--- src/rtl/mem_wb_pipe_reg.sv ---
// MEM/WB pipeline register for the 5-stage RV32 core.
// Captures MEM-stage results with valid tracking, hold on stall and bubble
// insertion on flush. It also produces the write-back value and the gated
// register-file write strobe, and keeps a one-cycle-delayed copy of the last
// write for WB-to-ID forwarding. A counter tracks retired instructions.
module mem_wb_pipe_reg #(
    parameter int DATA_W    = 32,
    parameter int REG_IDX_W = 5,
    parameter int WBSEL_W   = 2,
    parameter int CNT_W     = 32
) (
    input  logic                 clk,
    input  logic                 rst,
    input  logic                 stall,
    input  logic                 flush,
    input  logic                 in_valid,
    input  logic [DATA_W-1:0]    data_mem_in,
    input  logic [DATA_W-1:0]    data_alu_in,
    input  logic [DATA_W-1:0]    pc_in,
    input  logic [REG_IDX_W-1:0] rd_in,
    input  logic [WBSEL_W-1:0]   wbsel_in,
    input  logic                 regwrite_in,
    output logic                 out_valid,
    output logic [REG_IDX_W-1:0] rd_out,
    output logic [DATA_W-1:0]    pc_out,
    output logic [WBSEL_W-1:0]   wbsel_out,
    output logic [DATA_W-1:0]    wb_data,
    output logic                 wb_we,
    output logic                 prev_we,
    output logic [REG_IDX_W-1:0] prev_rd,
    output logic [DATA_W-1:0]    prev_data,
    output logic [CNT_W-1:0]     retire_count
);

    logic                 r_valid;
    logic                 r_regwrite;
    logic [DATA_W-1:0]    r_data_mem;
    logic [DATA_W-1:0]    r_data_alu;
    logic [DATA_W-1:0]    r_pc;
    logic [REG_IDX_W-1:0] r_rd;
    logic [WBSEL_W-1:0]   r_wbsel;
    logic [CNT_W-1:0]     r_retire;

    logic                 r_prev_we;
    logic [REG_IDX_W-1:0] r_prev_rd;
    logic [DATA_W-1:0]    r_prev_data;

    logic [DATA_W-1:0]    w_pc_plus4;
    logic [DATA_W-1:0]    w_wb_data;
    logic                 w_wb_we;

    // Stage registers: reset beats flush, flush beats stall, stall beats load.
    // Flush only needs to kill valid and the write intent; the payload is don't-care.
    always_ff @(posedge clk) begin
        if (rst) begin
            r_valid    <= 1'b0;
            r_regwrite <= 1'b0;
            r_data_mem <= '0;
            r_data_alu <= '0;
            r_pc       <= '0;
            r_rd       <= '0;
            r_wbsel    <= '0;
            r_retire   <= '0;
        end else if (flush) begin
            r_valid    <= 1'b0;
            r_regwrite <= 1'b0;
        end else if (!stall) begin
            r_valid    <= in_valid;
            r_regwrite <= regwrite_in;
            r_data_mem <= data_mem_in;
            r_data_alu <= data_alu_in;
            r_pc       <= pc_in;
            r_rd       <= rd_in;
            r_wbsel    <= wbsel_in;
            if (in_valid) begin
                r_retire <= r_retire + CNT_W'(1);
            end
        end
    end

    // Forwarding copy of the last write; it keeps tracking during a stall,
    // so after one held cycle it mirrors the held entry.
    always_ff @(posedge clk) begin
        if (rst) begin
            r_prev_we   <= 1'b0;
            r_prev_rd   <= '0;
            r_prev_data <= '0;
        end else begin
            r_prev_we   <= w_wb_we;
            r_prev_rd   <= r_rd;
            r_prev_data <= w_wb_data;
        end
    end

    assign w_pc_plus4 = r_pc + DATA_W'(4);

    // Write-back source select; codes above 2 return zero.
    always_comb begin
        w_wb_data = '0;
        if (r_wbsel == WBSEL_W'(0)) begin
            w_wb_data = r_data_alu;
        end else if (r_wbsel == WBSEL_W'(1)) begin
            w_wb_data = r_data_mem;
        end else if (r_wbsel == WBSEL_W'(2)) begin
            w_wb_data = w_pc_plus4;
        end
    end

    // x0 is hardwired to zero, so writes to it are suppressed here.
    assign w_wb_we = r_valid & r_regwrite & (r_rd != '0);

    assign out_valid    = r_valid;
    assign rd_out       = r_rd;
    assign pc_out       = r_pc;
    assign wbsel_out    = r_wbsel;
    assign wb_data      = w_wb_data;
    assign wb_we        = w_wb_we;
    assign prev_we      = r_prev_we;
    assign prev_rd      = r_prev_rd;
    assign prev_data    = r_prev_data;
    assign retire_count = r_retire;

endmodule

--- config.mk ---
export PLATFORM = sky130hd
export DESIGN_NAME = mem_wb_pipe_reg
export DESIGN_NICKNAME = d
export VERILOG_FILES = /design/src/rtl/mem_wb_pipe_reg.sv
export SDC_FILE = /design/constraint.sdc
export NUM_CORES = 1
export LEC_CHECK = 0
export ABC_AREA = 1
export CAP_MARGIN = 40
export CORE_MARGIN = 2
export CORE_UTILIZATION = 45
export DETAILED_ROUTE_END_ITERATION = 8
export PLACE_DENSITY = 0.86
export SLEW_MARGIN = 20
export SYNTH_ARGS = -nofsm -noshare
export SYNTH_HDL_FRONTEND = slang
export SYNTH_SLANG_ARGS = --single-unit
--- constraint.sdc ---
create_clock -name clk -period 5.7 [get_ports clk]
set_clock_uncertainty 0.2 [all_clocks]
set_input_delay 1.14 -clock clk [delete_from_list [all_inputs] [get_ports clk]]
set_output_delay 1.14 -clock clk [all_outputs]
set_load 0.03 [all_outputs]
---- Yosys cells after proc, flatten, opt, wreduce, memory -nomap -nowiden ----
Index checks and enable logic that the tools add are counted.
word-level totals
  output and inout bits ................... 143
  register bits after elaboration ......... 175
  input bits .............................. 109
cells by class
  bitwise gates (word level) .............. 4
  reductions and logical operators ........ 5
  eq/ne operators ......................... 2
  multiplexer cells ....................... 3
  add/subtract/negate cells ............... 2
operators by type and width
  cell                                                                   count
  32-bit 2-to-1 mux                                                      3
  32-bit by 1-bit adder with 32-bit output, second input constant        1
  32-bit by 3-bit adder with 32-bit output, second input constant        1
  5-bit nonzero test                                                     1
  3-bit AND reduction                                                    1
  1-bit AND                                                              2
  2-bit by 1-bit equality test with 1-bit output, second input constant  1
  2-bit equality test, second input constant                             1
  2-bit logical NOT                                                      1
  1-bit NOT                                                              2
  2-bit AND reduction                                                    1
  2-bit OR reduction                                                     1

---- Logic depth before layout (Yosys ltp) ----
Gate-level depths: netlist (run 1).
  word-level depth ........................ 4
  gate-level depth with buffers ........... 11
  depth with buffers taken out ............ 11

---- Least setup slack after synthesis (run 1) ----
OpenSTA, ideal clock, no wires.
  path type ............................... register to output
  start ................................... register r_pc[2] (netlist: pc_out[2])
  end ..................................... output wb_data[12]
  setup slack ............................. 2614 ps
  data required time ...................... 4360 ps
  data arrival time ....................... 1746 ps
  cell stages (with the launch flop) ...... 9
  buffers on the path ..................... 0
  cells stage by stage .................... dfxtp_1 ha_1 nand2_2 nor2_2 nand2_2 nor2_4 nand2_1 o211ai_1 nand2_1
on the way
  word-level cells in the longest chain between the ends .. 4
RTL lines
  element                                   line  source
  start, declared                           39    logic [DATA_W-1:0] r_pc;
  start signal, assigned                    72    r_pc <= pc_in;
  32-bit by 3-bit adder with 32-bit output  95    assign w_pc_plus4 = r_pc + DATA_W'(4);
  32-bit 2-to-1 mux                         104   end else if (r_wbsel == WBSEL_W'(2)) begin
  32-bit 2-to-1 mux                         102   end else if (r_wbsel == WBSEL_W'(1)) begin
  32-bit 2-to-1 mux                         100   if (r_wbsel == WBSEL_W'(0)) begin
  end, declared                             27    output logic [DATA_W-1:0] wb_data,
Every way passes these cells.

---- Final worst setup path (run 1) ----
  start ................................... register r_wbsel[1] (netlist: wbsel_out[1])
  end ..................................... output wb_data[9]
on the way
  word-level cells in the longest chain between the ends .. 4
RTL lines
  element                 line  source
  start, declared         41    logic [WBSEL_W-1:0] r_wbsel;
  start signal, assigned  74    r_wbsel <= wbsel_in;
  2-bit equality test     104
  32-bit 2-to-1 mux       104
  32-bit 2-to-1 mux       102
  32-bit 2-to-1 mux (*)   100
Every way passes the cells marked *; elsewhere a longest branch is shown, timed or not.

==> results.yml, run 1 <==
run_status:
  status: "complete, no violations"
clocking:
  htree_levels: 4
  cts_max_path_buffers: 2
  hold_buffers: 0
  path_clk_slew_ps: 70
  cts_tree: "done"
  clock-sinks: 175
  cts-resized-gates: 0
  clock-root-buffer: "clkbuf_16"
  clock_latency_ps: 440
  numCtsBuffers: 17
  postCtsSetupBuffers: 0
timing:
  finalSetupTns_ps: 0
  timing.fmax_mhz: 234
  setup_viol: 0
  hold_viol: 0
  fin_crit_sh_pct: 74.9
  slew_headroom_pct: 53.6
  hold_ws_ps: 267
  worstMarginPinSlew_ps: 696
  rsz0062_at_grt: "no"
  fin_crit_ps: 4270
  setup_ws_ps: 1430
  drv_slew: 0
yosys:
  synth_seq_cells: 175
  synth_area_leaders: "dfxtp_1 (45%), nor2_1 (11%), nand2_1 (9.7%), o21ai_0 (8.0%), inv_1 (4.6%)"
  netlist.area_leader.share_pct: 44.9
  synth-edff-count: 0
  synth_commonest_cells: "nor2_1 (235), nand2_1 (202), dfxtp_1 (175)"
  synth_area_um2: 7800
  syn_inst: 1117
  synthArstFlopShare_pct: 0
  yosysTopAreaCell: "dfxtp_1"
  postSynthAreaPerCell_um2: 6.98
  synth.most_common_cell: "nor2_1"
  seq_area_frac_synth_pct: 44.9
  synth_nets: 1228
  ys.flop_type: "dfxtp_1"
  synthDistinctLibCells: 32
  yosys_warnings: 0
place:
  dp_slack_ps: 1920
  place_inst: 1553
  hpwl_um: 19100
  gp_congestion: 0.931
  dpl-instance-area_um2: 10500
  numPortBuffers: 251
routing:
  wire_per_inst_um: 16.4
  postRouteAntennaNets: 0
  drc_errors: 0
  vias: 8358
  drt_wl_total_um: 26100
  vias_per_cell: 5.27
  firstDrtPassIters: 5
  dr.first_iter.drc_count: 610
pwr:
  irDropWorstVdd_mv: 0.232
  cellLeakagePower_nw: 4.37
  finalPower_mw: 2.98
  power.density_nw_per_um2: 270
worst_setup_path:
  cp-end-kind: "output pin"
  cp_data_arrival_time_ps: 2930
  critPathMostFrequentCell: "inv_1"
  slowest_delay_ps: 680
  cp_max_fo: 15
  slowest_stage: "clkdlybuf4s50_1"
  crit_type: "reg2out"
  worstPathRequired_ps: 4360
  worstRegToRegCells: 9
  worst_setup_path_start_kind: "flop"
  cp_cell_sequence: "inv_1, nor2_2, inv_1, a21oi_1, o21ai_0, nand3_1, clkdlybuf4s50_1"
global_routing:
  grt_max_degree: 76
  grt_usage_pct: 27.9
  overflow: 0
  grt_pass1_vias: 7699
  grt_pass1_wl_um: 40200
  antenna_found_initial: 1
worst_hold_path:
  whs_path_depth: 2
  hp-class: "reg2reg"
cells_and_area:
  fillers: 1495
  layoutNonFillerInstCount: 1586
  area_delta_synth_final_pct: 41.7
  utilization_pct: 64.6
  drive_above_1_share_pct: 6.32
  fin_area_um2: 11100
  num-nets-final: 1458
die:
  core-area_um2: 17100
  die_y_um: 136
  die_area_um2: 18400
  io_pins: 252
  dieWidth_um: 136
  start_util_pct: 45.6
  std_cell_rows: 48
flow_run:
  maxCapViolCount: 0
worst max-delay path, delay by kind of cell (launching register included):
kind	cells	cell delay, ps
simple gates	2	660
flops	1	410
buf+inv	3	1050
compound gates	2	380
state kept, by name, summed over array words and instances, names as in the netlist:
signal,flops
prev_rd,5
prev_we,1
rd_out,5
retire_count,32
r_data_mem,32
out_valid,1
r_data_alu,32
wbsel_out,2
r_regwrite,1
pc_out,32
prev_data,32
cells by family (layout without fill, tap and decap cells):
family,count (synthesis),in the layout,share of synthesized area [%]
xor+xnor,3,3,0.337
flops,175,175,44.9
buf+inv,148,391,7.48
simple gates,556,556,30.6
compound gates,233,233,16.3
fa+ha+maj,2,2,0.321
other cells,0,1,0
final timing paths:
check	startpoint	to	slack, ps
hold reg to reg	r_data_alu[28]	r_data_alu[28]	270
setup reg to reg	pc_out[2]	prev_data[20]	3550
setup / recovery	wbsel_out[1]	wb_data[9]	1430
hold / removal	r_data_alu[28]	r_data_alu[28]	270
cells in the final DEF, fill, tap and decap left out, types with 2 or more instances in the layout:
| cell | n |
|---|---|
| a21oi_1 | 70 |
| a22o_1 | 17 |
| a31oi_1 | 9 |
| buf_12 | 2 |
| buf_4 | 7 |
| clkbuf_16 | 17 |
| clkdlybuf4s50_1 | 250 |
| clkinv_2 | 2 |
| clkinvlp_4 | 2 |
| dfxtp_1 | 175 |
| ha_1 | 2 |
| inv_1 | 94 |
| inv_2 | 2 |
| inv_6 | 7 |
| inv_8 | 2 |
| nand2_1 | 202 |
| nand2_2 | 7 |
| nand2_4 | 2 |
| nand3_1 | 64 |
| nand3_2 | 2 |
| nand3b_1 | 2 |
| nand4_1 | 9 |
| nor2_1 | 233 |
| nor2_2 | 12 |
| nor2_4 | 10 |
| nor3_1 | 7 |
| o211ai_1 | 4 |
| o21a_1 | 2 |
| o21ai_0 | 125 |
| o21bai_1 | 5 |
| or2_2 | 3 |
| xor2_1 | 3 |
cell type report:
cell class	instances	area, um^2	share of cell area [%]
Clock inverter	13	120	1.09
Tap cell	225	282	2.55
Multi-Input combinational cell	794	3720	33.6
Timing Repair Buffer	261	2620	23.7
Sequential cell	175	3500	31.7
Clock buffer	19	443	4.01
Antenna cell	1	2.50	0.0226
Inverter	98	372	3.36
per-layer routing:
layer / part of all wire [%] / wire length, um / GRT usage (%)
met4: 4.5 / 1170 / 12.6
met5: 0 / 0 / 0
met2: 46 / 11900 / 44.2
met3: 9.2 / 2390 / 7.26
met1: 41 / 10600 / 35.8
power by group:
group	internal (mW)	leakage (nW)	switching, mW
Sequential	1.29	1.43	0.0471
Clock	0.588	0.273	0.541
Combinational	0.223	2.66	0.297
(Power assumes the default switching activity.)
==> run 2: changes to the inputs <==
- CORE_UTILIZATION: 45 -> 42
- PLACE_DENSITY: 0.86 -> 0.85
- clock period: 5.7 -> 3.75 ns (I/O delays scaled with it)
==> results.yml, run 2 (same netlist as run 1, synthesis figures left out) <==
run_status:
  status: "complete, no violations"
pwr:
  irDropWorstVdd_mv: 0.317
  power.density_nw_per_um2: 417
  p_clk_share_pct: 39.1
  p_int_mw: 3.32
  p_comb_share_pct: 17.3
  switchingPower_mw: 1.33
  cellLeakagePower_nw: 4.50
  pwr-share-seq_pct: 43.6
  p_sw_share_pct: 28.7
clocking:
  clock_latency_ps: 430
  path_clk_slew_ps: 70
  cts_max_path_buffers: 2
  htree_levels: 4
  cts-resized-gates: 0
  clock-sinks: 175
  postCtsSetupBuffers: 0
  numCtsBuffers: 17
  cts_tree: "done"
  hold_buffers: 0
  clock-root-buffer: "clkbuf_16"
worst_setup_path:
  worstRegToRegCells: 8
  rr_startpoint: "retire_count[0]"
  worst_setup_path_start_kind: "flop"
  cp_max_fo: 6
  crit_path_start: "pc_out[2]"
  worstPathRequired_ps: 2800
  crit_type: "reg2out"
  regToRegEndpoint: "retire_count[28]"
  cp-endpoint: "wb_data[10]"
  cp_data_arrival_time_ps: 2670
  reg2reg_slack_ps: 1630
  cp-end-kind: "output pin"
die:
  core-area_um2: 18100
  die_y_um: 140
  io_pins: 252
  std_cell_rows: 49
  start_util_pct: 43.1
  dieWidth_um: 140
  die_area_um2: 19700
timing:
  rsz0062_at_grt: "no"
  hold_viol: 0
  worstMarginPinSlew_ps: 749
  setup_ws_ps: 126
  timing.fmax_mhz: 276
  drv_slew: 0
  slew_headroom_pct: 50.0
  setup_viol: 0
  fin_crit_ps: 3620
  finalSetupTns_ps: 0
  fin_crit_sh_pct: 96.7
place:
  hpwl_um: 19300
  place_inst: 1556
  numPortBuffers: 251
  dp_slack_ps: 531
  gp_congestion: 0.975
routing:
  dr.first_iter.drc_count: 592
  vias: 8237
  wire_per_inst_um: 16.4
  postRouteAntennaNets: 0
  drc_errors: 0
  drt_wl_total_um: 26100
  vias_per_cell: 5.18
  firstDrtPassIters: 7
cells_and_area:
  utilization_pct: 61.6
  final_common_cell: "clkdlybuf4s50_1"
  layout_common_cells: "clkdlybuf4s50_1 (238), nor2_1 (232), nand2_1 (202)"
  area_delta_synth_final_pct: 42.8
  layoutNonFillerInstCount: 1590
  num-nets-final: 1457
  drive_above_1_share_pct: 6.63
global_routing:
  grt_usage_pct: 25.9
  grt_pass1_wl_um: 40400
  overflow: 0
  grt_pass1_vias: 7741
  antenna_found_initial: 3
  grt_max_degree: 75
worst_hold_path:
  hp-class: "reg2reg"
  hold_start: "r_data_alu[27]"
flow_run:
  maxCapViolCount: 0
run 2: cell count changes in the layout (fill, tap and decap cells not counted), moves of 2 or more:
| cell | delta |
|---|---|
| dlymetal6s2s_1 | +7 |
| inv_6 | -4 |
| buf_12 | +4 |
| diode_2 | +2 |
| clkinv_4 | +3 |
| clkdlybuf4s50_1 | -12 |
| bufinv_16 | +2 |
run 2: power groups by stage:
stage | sequential, mW | combinational, mW | clock (mW)
6_report | 2.03 | 0.805 | 1.82
5_1_grt | 2.04 | 0.855 | 1.92
4_1_cts | 2.02 | 0.806 | 1.84
3_5_place_dp | 2.07 | 0.801 | 0
3_3_place_gp | 2.06 | 0.793 | 0
2_1_floorplan | 2.15 | 0.313 | 0
run 2: worst min-delay path by stage:
stage	endpoint	slack, ps	cells past startpoint
after floorplan	r_data_alu[14]	230	2
after global placement	r_data_alu[28]	240	2
after detailed placement	r_data_alu[28]	240	2
after CTS	r_data_alu[28]	250	2
after global routing	r_data_alu[27]	280	2
final	r_data_alu[27]	260	2
run 2: critical path: stages, from the launching register on:
cell and delay (ps):
dfxtp_1 430, ha_1 260, nand2_2 80, nor2_2 100, nand2_2 120, nor2_4 180, inv_2 60, nand2_1 50
nand3_1 160, nand3_1 120, clkdlybuf4s50_1 670
run 2: stage by stage:
| stage | cell area (um^2) | total power [mW] | hold slack (ps) |
|---|---|---|---|
| after CTS | 11100 | 4.67 | 255 |
| final | 11100 | 4.65 | 259 |
| after global routing | 11100 | 4.81 | 282 |
| after global placement | 10500 | 2.86 | 238 |
| after detailed placement | 10500 | 2.87 | 245 |
| after floorplan | 7800 | 2.46 | 230 |
run 2: cell type report:
class                           instances  area (um^2)
Fill cell                            1636         6950
Antenna cell                            3         7.51
Timing Repair Buffer                  260         2660
Tap cell                              229          287
Multi-Input combinational cell        794         3720
Sequential cell                       175         3500
Clock inverter                         12          150
Clock buffer                           19          443
Inverter                               98          372
run 2: per-layer routing:
metal | global-route usage, % | share of wire (%) | vias up
met2 | 41.3 | 45 | 360
li1 | - | - | 4074
met4 | 10.0 | 3.6 | 0
met3 | 5.78 | 7.6 | 52
met5 | 0 | 0 | -
met1 | 34.4 | 44 | 3751
==> run 3: changes to the inputs <==
- CORE_ASPECT_RATIO: not set -> 0.9
==> results.yml, run 3 (same netlist as run 1, synthesis figures left out) <==
routing:
  dr.first_iter.drc_count: 732
  drc_errors: 0
  vias_per_cell: 5.14
  wire_per_inst_um: 16.7
  postRouteAntennaNets: 0
  firstDrtPassIters: 5
  vias: 8252
  drt_wl_total_um: 26800
worst_setup_path:
  worstPathRequired_ps: 2800
  worst_setup_path_start_kind: "flop"
  cp-end-kind: "output pin"
  cp_max_fo: 6
  path_buf_inv: 2
  slowest_delay_ps: 670
  cp_data_arrival_time_ps: 2630
  cp_cell_sequence: "ha_1, nand2_2, nor2_2, nand2_2, nor2_4, inv_2, nand2_1, nand3_1, nand3_1, clkdlybuf4s50_1"
  slowest_stage: "clkdlybuf4s50_1"
  crit_type: "reg2out"
  crit_family: "simple AND/OR/NAND/NOR gates"
cells_and_area:
  num-nets-final: 1458
  area_delta_synth_final_pct: 43.0
  layoutNonFillerInstCount: 1607
  drive_above_1_share_pct: 6.69
  layout_common_cells: "clkdlybuf4s50_1 (240), nor2_1 (232), nand2_1 (202)"
  final_common_cell: "clkdlybuf4s50_1"
timing:
  setup_viol: 0
  hold_viol: 0
  worstMarginPinSlew_ps: 720
  slew_headroom_pct: 52.0
  setup_ws_ps: 167
  drv_slew: 0
  fin_crit_ps: 3580
  fin_crit_sh_pct: 95.5
  timing.fmax_mhz: 279
die:
  die_area_um2: 19700
  core-area_um2: 18300
  start_util_pct: 42.6
  io_pins: 252
  dieWidth_um: 148
  die_y_um: 133
  std_cell_rows: 47
clocking:
  cts_max_path_buffers: 2
  path_clk_slew_ps: 80
  clock-root-buffer: "clkbuf_16"
  clock_latency_ps: 440
  clock-sinks: 175
  cts_tree: "done"
  htree_levels: 4
  numCtsBuffers: 17
place:
  numPortBuffers: 251
  hpwl_um: 19600
  gp_congestion: 0.949
  place_inst: 1573
  dp_slack_ps: 545
worst_hold_path:
  hp-class: "reg2reg"
global_routing:
  antenna_found_initial: 1
  gr-usage-met1_pct: 37.6
  busiest_layer: "met2"
  use_met2_pct: 41.8
  grt_pass1_vias: 7674
  grt_max_degree: 76
  grt_usage_pct: 26.9
  use_met3_pct: 3.84
  overflow: 0
  grt_pass1_wl_um: 41700
pwr:
  power.density_nw_per_um2: 420
  cellLeakagePower_nw: 4.52
  irDropWorstVdd_mv: 0.273
run_status:
  status: "complete, no violations"
flow_run:
  maxCapViolCount: 0
## run 3: layout make-up
class | count | area (um^2)
clock inverter | 15 | 198
inverter | 98 | 372
multi-input combinational | 794 | 3720
antenna | 2 | 5.00
tap | 245 | 307
sequential | 175 | 3500
clock buffer | 17 | 425
timing repair buffer | 261 | 2620
fill | 1660 | 7130
## run 3: repair_timing
item                       CTS  global route
gates resized for setup      0            10
hold buffers                 0             0
setup endpoints to repair    0            11
setup buffers                0             0
## run 3: routing by layer
metal	up-vias	share of wire (%)
met4	0	3.3
met5	-	0
li1	4074	-
met3	53	6.7
met1	3753	45
met2	372	45
## run 3: worst paths after layout
path | cells after the start | endpoint | slack [ps] | from
min | 2 | r_regwrite | 260 | r_regwrite
max | 10 | wb_data[10] | 170 | pc_out[2]
max reg2reg | 8 | retire_count[28] | 1620 | retire_count[0]
min reg2reg | 2 | r_regwrite | 260 | r_regwrite
## run 3: per-stage QoR
step | util [%] | total power, mW | hold WS [ps] | instance area [um^2] | setup TNS (ps)
global placement | 57.4 | 2.85 | 242 | 10500 | 0
detailed placement | 57.4 | 2.86 | 253 | 10500 | 0
floorplan | - | 2.46 | 230 | 7800 | 0
finish | 61.0 | 4.68 | 265 | 11200 | 0
global route | 61.0 | 4.84 | 289 | 11200 | -4.22
CTS | 60.8 | 4.71 | 264 | 11100 | 0
## run 3: tightest hold or removal path, stage by stage (launching register included)
cell and delay, ps:
dfxtp_1 320, nand2_1 50, a21oi_1 50
## run 3: report_power, final
part / switching, mW / internal [mW]
logic: 0.465 / 0.336
registers: 0.0689 / 1.96
clock network: 0.887 / 0.970
